<file path="src/rtl/lsnn_pkg.sv">
// Shared definitions for the LSNN neuron array.
// Contents:
//   state_t : step sequencer states (IDLE, RUN, DONE)
//   sat_add : unsigned add clamped to 2^w-1, evaluated on 32-bit operands
package lsnn_pkg;

    typedef enum logic [1:0] {
        IDLE = 2'd0,
        RUN  = 2'd1,
        DONE = 2'd2
    } state_t;

    // Callers zero-extend W-bit operands to 32 bits and cast the result back to W bits.
    function automatic logic [31:0] sat_add(input logic [31:0] a, input logic [31:0] b, input int w);
        logic [32:0] sum;
        logic [32:0] max_val;
        sum     = {1'b0, a} + {1'b0, b};
        max_val = (33'd1 << w) - 33'd1;
        return 32'((sum > max_val) ? max_val : sum);
    endfunction

endpackage

</file>
<file path="src/rtl/lsnn_lif_update.sv">
// Combinational single-neuron adaptive LIF update, shared across the array.
// Ports:
//   v_cur, a_cur, ref_cur : pre-step membrane, adaptation and refractory count
//   i_cur                 : input current for this step
//   v_next, a_next, ref_next : post-step state
//   spike                 : neuron fired this step
module lsnn_lif_update
    import lsnn_pkg::*;
#(
    parameter int W          = 8,
    parameter int LEAK_SHIFT = 1,
    parameter int B0         = 8,
    parameter int UP_SHIFT   = 2,
    parameter int DN_SHIFT   = 2,
    parameter int REFRAC     = 2,
    parameter int REF_W      = 2
) (
    input  logic [W-1:0]     v_cur,
    input  logic [W-1:0]     a_cur,
    input  logic [W-1:0]     i_cur,
    input  logic [REF_W-1:0] ref_cur,
    output logic [W-1:0]     v_next,
    output logic [W-1:0]     a_next,
    output logic [REF_W-1:0] ref_next,
    output logic             spike
);

    logic [W-1:0] thr;
    logic [W-1:0] v_leak;
    logic [W-1:0] v_int;
    logic [W-1:0] a_up;
    logic [W-1:0] a_dn;

    assign thr    = W'(sat_add(32'(B0), 32'(a_cur), W));
    // V - (V >> s) never underflows, so only the current add needs clamping.
    assign v_leak = v_cur - (v_cur >> LEAK_SHIFT);
    assign v_int  = W'(sat_add(32'(v_leak), 32'(i_cur), W));
    assign a_up   = W'(sat_add(32'(a_cur), 32'(a_cur >> UP_SHIFT), W));
    assign a_dn   = a_cur - (a_cur >> DN_SHIFT);

    always_comb begin
        v_next   = v_int;
        a_next   = a_dn;
        ref_next = ref_cur;
        spike    = 1'b0;
        if (ref_cur != '0) begin
            // Refractory: input ignored, membrane held at zero, adaptation keeps decaying.
            v_next   = '0;
            ref_next = ref_cur - REF_W'(1);
        end else if (v_int >= thr) begin
            spike    = 1'b1;
            v_next   = '0;
            a_next   = a_up;
            ref_next = REF_W'(REFRAC);
        end
    end

endmodule

</file>
<file path="src/rtl/lsnn_neuron_array.sv">
// Time-multiplexed array of N adaptive LIF neurons sharing one update datapath.
// Ports:
//   clk, rst_n             : clock, asynchronous active-low reset
//   step_valid/step_ready  : step request handshake (ready only in IDLE)
//   i_current              : per-neuron current, neuron k at [k*W +: W], captured at accept
//   spike_out, spike_valid : spike vector of the last step and its one-cycle update pulse
//   busy                   : step in progress
//   thr_sel, thr_out       : combinational threshold read of one neuron (0 if out of range)
module lsnn_neuron_array
    import lsnn_pkg::*;
#(
    parameter int N_NEURONS  = 4,
    parameter int W          = 8,
    parameter int LEAK_SHIFT = 1,
    parameter int B0         = 8,
    parameter int ALPHA      = 8,
    parameter int UP_SHIFT   = 2,
    parameter int DN_SHIFT   = 2,
    parameter int REFRAC     = 2
) (
    input  logic                         clk,
    input  logic                         rst_n,
    input  logic                         step_valid,
    output logic                         step_ready,
    input  logic [N_NEURONS*W-1:0]       i_current,
    output logic [N_NEURONS-1:0]         spike_out,
    output logic                         spike_valid,
    output logic                         busy,
    input  logic [$clog2(N_NEURONS)-1:0] thr_sel,
    output logic [W-1:0]                 thr_out
);

    localparam int IDX_W = $clog2(N_NEURONS);
    localparam int REF_W = (REFRAC > 0) ? $clog2(REFRAC + 1) : 1;
    localparam logic [IDX_W-1:0] LAST_IDX = IDX_W'(N_NEURONS - 1);

    state_t                 state;
    state_t                 state_next;
    logic [IDX_W-1:0]       idx;
    logic [N_NEURONS*W-1:0] i_reg;
    logic [W-1:0]           v_mem   [N_NEURONS];
    logic [W-1:0]           a_mem   [N_NEURONS];
    logic [REF_W-1:0]       ref_mem [N_NEURONS];
    logic [N_NEURONS-1:0]   spike_acc;
    logic [N_NEURONS-1:0]   spike_vec;
    logic [W-1:0]           v_sel;
    logic [W-1:0]           a_sel;
    logic [W-1:0]           i_sel;
    logic [REF_W-1:0]       ref_sel;
    logic [W-1:0]           v_upd;
    logic [W-1:0]           a_upd;
    logic [REF_W-1:0]       ref_upd;
    logic                   spike_upd;
    logic [W-1:0]           thr_a;
    logic                   thr_hit;
    logic                   accept;

    assign step_ready = (state == IDLE);
    assign busy       = (state != IDLE);
    assign accept     = step_valid && step_ready;

    always_ff @(posedge clk or negedge rst_n) begin
        if (!rst_n) begin
            state <= IDLE;
        end else begin
            state <= state_next;
        end
    end

    always_comb begin
        state_next = state;
        unique case (state)
            IDLE:    if (accept) state_next = RUN;
            RUN:     if (idx == LAST_IDX) state_next = DONE;
            DONE:    state_next = IDLE;
            default: state_next = IDLE;
        endcase
    end

    // Selects the state of neuron idx and merges its spike into the partial vector.
    always_comb begin
        v_sel     = '0;
        a_sel     = '0;
        i_sel     = '0;
        ref_sel   = '0;
        spike_vec = spike_acc;
        for (int k = 0; k < N_NEURONS; k++) begin
            if (idx == IDX_W'(k)) begin
                v_sel        = v_mem[k];
                a_sel        = a_mem[k];
                i_sel        = i_reg[k*W +: W];
                ref_sel      = ref_mem[k];
                spike_vec[k] = spike_upd;
            end
        end
    end

    lsnn_lif_update #(
        .W          (W),
        .LEAK_SHIFT (LEAK_SHIFT),
        .B0         (B0),
        .UP_SHIFT   (UP_SHIFT),
        .DN_SHIFT   (DN_SHIFT),
        .REFRAC     (REFRAC),
        .REF_W      (REF_W)
    ) u_update (
        .v_cur    (v_sel),
        .a_cur    (a_sel),
        .i_cur    (i_sel),
        .ref_cur  (ref_sel),
        .v_next   (v_upd),
        .a_next   (a_upd),
        .ref_next (ref_upd),
        .spike    (spike_upd)
    );

    // spike_out and spike_valid are loaded as the last neuron retires, so both
    // are visible during the DONE cycle.
    always_ff @(posedge clk or negedge rst_n) begin
        if (!rst_n) begin
            idx         <= '0;
            i_reg       <= '0;
            spike_acc   <= '0;
            spike_out   <= '0;
            spike_valid <= 1'b0;
            for (int k = 0; k < N_NEURONS; k++) begin
                v_mem[k]   <= '0;
                a_mem[k]   <= W'(ALPHA);
                ref_mem[k] <= '0;
            end
        end else begin
            spike_valid <= 1'b0;
            if (accept) begin
                idx       <= '0;
                i_reg     <= i_current;
                spike_acc <= '0;
            end else if (state == RUN) begin
                v_mem[idx]   <= v_upd;
                a_mem[idx]   <= a_upd;
                ref_mem[idx] <= ref_upd;
                spike_acc    <= spike_vec;
                if (idx == LAST_IDX) begin
                    spike_out   <= spike_vec;
                    spike_valid <= 1'b1;
                end else begin
                    idx <= idx + IDX_W'(1);
                end
            end
        end
    end

    // Threshold observation port; an unmatched select yields zero.
    always_comb begin
        thr_a   = '0;
        thr_hit = 1'b0;
        for (int k = 0; k < N_NEURONS; k++) begin
            if (thr_sel == IDX_W'(k)) begin
                thr_a   = a_mem[k];
                thr_hit = 1'b1;
            end
        end
    end

    assign thr_out = thr_hit ? W'(sat_add(32'(B0), 32'(thr_a), W)) : '0;

endmodule
</file>
<file path="config.mk">
export PLATFORM = sky130hd
export DESIGN_NAME = lsnn_neuron_array
export DESIGN_NICKNAME = d
export VERILOG_FILES = /design/src/rtl/lsnn_pkg.sv /design/src/rtl/lsnn_lif_update.sv /design/src/rtl/lsnn_neuron_array.sv
export SDC_FILE = /design/constraint.sdc
export NUM_CORES = 1
export LEC_CHECK = 0
export CORE_MARGIN = 3
export CORE_UTILIZATION = 29
export CTS_CLUSTER_SIZE = 16
export DETAILED_ROUTE_END_ITERATION = 8
export HOLD_SLACK_MARGIN = 0.03
export SLEW_MARGIN = 10
export SYNTH_ARGS = -nofsm -noshare
export SYNTH_HDL_FRONTEND = slang
export SYNTH_SLANG_ARGS = --single-unit
</file>
<file path="constraint.sdc">
create_clock -name clk -period 17.63 [get_ports clk]
set_clock_uncertainty 0.1 [all_clocks]
set_input_delay 3.526 -clock clk [delete_from_list [all_inputs] [get_ports clk]]
set_output_delay 3.526 -clock clk [all_outputs]
set_load 0.01 [all_outputs]
</file>
Word-level counts from Yosys, hierarchy flattened
Index checks and enable logic that the tools add are counted.

Flip-flop bits (word level): 117. Bits of input ports: 37. Output and inout bits: 15. Word-level logic and storage cells: 116.

Add/subtract/negate cells: 8. Magnitude comparators: 7. Eq/ne operators: 10. Muxes and demuxes: 59. Bitwise operators: 2. Reductions and logical operators: 12.

Operators with widths (count): $mux W8 (26); $bwmux W32 (2); $gt A9 B8 Y1 const B (4); $mux W2 (12); $add A4 B8 Y9 const A (2); $demux W8 S2 (1); $mux W1 (13); $add A8 B6 Y9 (1); $add A8 B8 Y9 (1); $bwmux W8 (1); $eq A2 B2 Y1 const B (4); $ge A8 B8 Y1 (1); $mux W4 (2); $sub A8 B6 Y8 (1); $sub A8 B7 Y8 (1); $eq A2 B1 Y1 const B (3); $logic_not A2 Y1 (3); $reduce_and A2 Y1 (3); $reduce_bool A2 Y1 (3); $demux W2 S2 (1); $ne A2 B2 Y1 const B (2); $pmux W2 S2 (1); $ge A3 B3 Y1 const B (1); $lt A3 B1 Y1 const B (1); other kinds (7) (8).

Logic depth before layout (Yosys ltp)
Depth after elaboration: 15. Mapped depth: 32. Mapped depth without buffers: 28.

Hierarchy
Synthesis repeated with hierarchy kept, for this count alone.

Cell total of the unflattened synthesis: 731. Area, all modules: 7262.0 sq um.

Modules (own cells, without submodules): lsnn_neuron_array (instances 1, cells an instance 500, area each 5534.1 sq um, seq. area each 2907.8 sq um); lsnn_lif_update (instances 1, cells an instance 231, area each 1727.9 sq um, seq. area each 0.0 sq um).

Least setup slack after synthesis
Ideal clock, no wire load.

Kind: input port to output port. Start point: input thr_sel[0]. End point: output thr_out[0]. Data arrival time: 5.379 ns. Required time: 14.004 ns. Path slack: 8.625 ns. Stages on the path: 9. Path buffers: 1. Cell sequence: buf_2 -> mux4_2 -> inv_1 -> ha_1 -> o21ai_0 -> nor3_1 -> maj3_2 -> nand2_1 -> nand2b_1.

Cells in the longest elaborated chain, start to end: 9. Elaborated cells on any way between the ends: 16. Classes of those cells: 1 x add/sub; 1 x order compare; 3 x eq/ne; 10 x mux; 1 x reduce/logical.

Ends and longest elaborated chain: start, declared (RTL line lsnn_neuron_array.sv:29) `input logic [$clog2(N_NEURONS)-1:0] thr_sel,`; $logic_not A2 Y1 (RTL line lsnn_neuron_array.sv:157) `if (thr_sel == IDX_W'(k)) begin`; $mux W8 (4 in a row) (RTL line lsnn_neuron_array.sv:157); $add A4 B8 Y9 (RTL line lsnn_pkg.sv:17) `sum = {1'b0, a} + {1'b0, b};`; $gt A9 B8 Y1 (RTL line lsnn_pkg.sv:19) `return 32'((sum > max_val) ? max_val : sum);`; $mux W8 (RTL line lsnn_pkg.sv:19); $mux W8 (*) (RTL line lsnn_neuron_array.sv:164) `assign thr_out = thr_hit ? W'(sat_add(32'(B0), 32'(thr_a), W)) : '0;`; end, declared (RTL line lsnn_neuron_array.sv:30) `output logic [W-1:0] thr_out`.

Every way passes the cells marked *; elsewhere a longest branch is shown, timed or not.

Final worst setup path
Start point: input thr_sel[0]. End point: output thr_out[3].

The elaborated chain is that of the path after synthesis.

==> reports/results.ini <==
[synth]
ys_warn_count = 0
yosys_register_bits = 116
ys_top_cells_by_count = nand2_1 (213), dfrtp_1 (112), o21ai_0 (94), a21oi_1 (62), nor2_1 (52)
synth_top_cells_by_area = dfrtp_1 (38%), nand2_1 (11%), ha_1 (7.5%), o21ai_0 (6.4%), a21oi_1 (4.2%)
synth_edf_count = 0
seq_area_frac_synth_pct = 39.7
syn_inst = 873
async_flop_share_pct = 100
syn_nets = 958
syn-cell-area_sq_um = 7330
synth_top_area_share_pct = 38.3
synth.avg_cell_area_sq_um = 8.39
synth_most_common_cell = nand2_1
synth_ff_type = dfrtp_1
synth_area_leader_cell = dfrtp_1
ys_types = 65

[final_layout]
stdcell_count = 1239
fill_cells = 2554
final_nets = 988
multi_input_area_sq_um = 4080
regArea_sq_um = 2910
insertedDiodeCount = 0
area_delta_synth_final_pct = 19.3
final_util_pct = 35.5
drive_above_1_share_pct = 7.65

[global_routing]
grt_overflow = 0
antenna_found_initial = 0
grt_max_degree = 61
grt_pass1_vias = 6088
grt_pass1_wl_mm = 31.4
grt_usage_pct = 14.5

[hold_path]
holdPathStages = 2
min_path_type = reg2reg

[timing]
setup_viol = 0
worst_pin_slew_ns = 1.12
rsz0062_at_grt = false
tns_ns = 0
fmax_mhz = 98.4
maxSlewViolCount = 0
min_period_over_period_pct = 57.6
period_minus_slack_ns = 10.16
slew_headroom_pct = 25.1
hold_viol_final = 0

[clock_network]
htree_levels = 4
cts_buffers = 17
cts.sinks = 116
ctsHoldBuffers = 0
post_cts_resized = 0
cts_tree = yes
clkTransAtPathRegs_ns = 0.05
root_buffer = clkbuf_16
clk_latency_ns = 0.43
clock_path_buffers = 2
cts_setup_buffers = 0

[floorplanning]
fp-row-count = 57
ios = 52
die_h_um = 165
die_w_um = 165
coreArea_sq_um = 24600
dieArea_sq_um = 27200
start_util_pct = 29.8

[setup_path]
worst-r2r-cell-count = 25
start_kind = input pin
r2r_setup_slack_ns = 10.41
worst_ep_required_time_ns = 14.00
cp-endpoint = thr_out[3]
arrival_ns = 6.54
worstSetupPathType = in2out
end_kind = primary output
rr_startpoint = idx[0]
r2r-end = a_mem[14]
startpoint = thr_sel[0]
cp_max_fo = 8

[routing]
viasPerCell = 4.99
drt_iter0_drc = 413
vias = 6181
finalWirelength_mm = 18.8
drc_errors = 0
dr.pass1.iters = 5
wl_per_cell_um = 15.2
ant_nets = 0

[run_status]
status = finished, final reports clean

[place]
portBuffers = 51
place.gp.congestion = 0.871
dp_cells = 1208
dp_hpwl_mm = 13.2

[run]
cap_violations = 0

-- per-stage QoR --
stage	setup WS, ns	cell area, sq um	hold WS, ns
after global placement	7.48	8100	0.357
after detailed placement	7.46	8100	0.363
after global routing	7.24	8740	0.387
after CTS	7.45	8740	0.377
final	7.47	8740	0.374
after floorplan	8.63	7330	0.341
-- layout by cell type, fill, tap and decap left out, drive strengths merged, types with 3 or more instances in the layout --
master,count
a21oi,62
ha,44
a31oi,6
nor3,14
o21a,5
nand2,213
xor2,6
inv,39
bufinv,4
o21bai,3
a22o,13
nor4,3
o22ai,4
o31a,3
mux4,8
a211oi,3
xnor2,11
clkinv,4
fa,4
nand2b,10
o31ai,11
nand3,13
nor2,53
dfrtp,112
nor2b,12
mux2i,9
o21ai,98
nand3b,16
buf,8
mux2,6
a21o,5
a221oi,4
dfstp,4
clkdlybuf4s50,50
clkbuf,22
-- how the worst min path moves through the flow --
stage,from,end,slack (ns)
finish,i_reg[19],i_reg[19],0.37
global route,i_reg[8],i_reg[8],0.39
CTS,i_reg[16],i_reg[16],0.38
detailed placement,i_reg[16],i_reg[16],0.36
global placement,i_reg[8],i_reg[8],0.36
floorplan,ref_mem[0],ref_mem[0],0.34
-- area by class of cell --
cell class | instances | share of cell area (%)
inverter | 40 | 1.72
clock buffer | 22 | 5.54
sequential | 116 | 33.3
timing repair buffer | 58 | 6.41
clock inverter | 9 | 1.72
multi-input combinational | 670 | 46.7
tap | 324 | 4.64
-- routing by layer --
metal	share of wire [%]	GRT usage (%)	vias to the layer above
li1	-	-	3067
met5	0	0	-
met3	4.2	2.93	23
met4	1.2	4.31	0
met2	47	23.4	135
met1	48	19.8	2956
-- worst max-delay path: stages --
cell and delay [ns]:
clkdlybuf4s50_1 0.80, mux4_2 0.63, ha_1 0.25, xnor2_1 0.15
nor3_1 0.21, maj3_2 0.22, nand2_1 0.11, nand2_1 0.10
clkdlybuf4s50_1 0.53
-- cells by family after synthesis --
family / count (synthesis) / synth area share [%]
simple gates: 347 / 20.9
xor+xnor: 17 / 2.03
mux: 23 / 4.61
compound gates: 234 / 19.3
fa+ha+maj: 49 / 8.76
buf+inv: 87 / 4.66
flops: 116 / 39.7
Power is left out: the tool's default activity adds up to more than one toggle a clock period on the data nets, which glitch-free logic cannot reach.
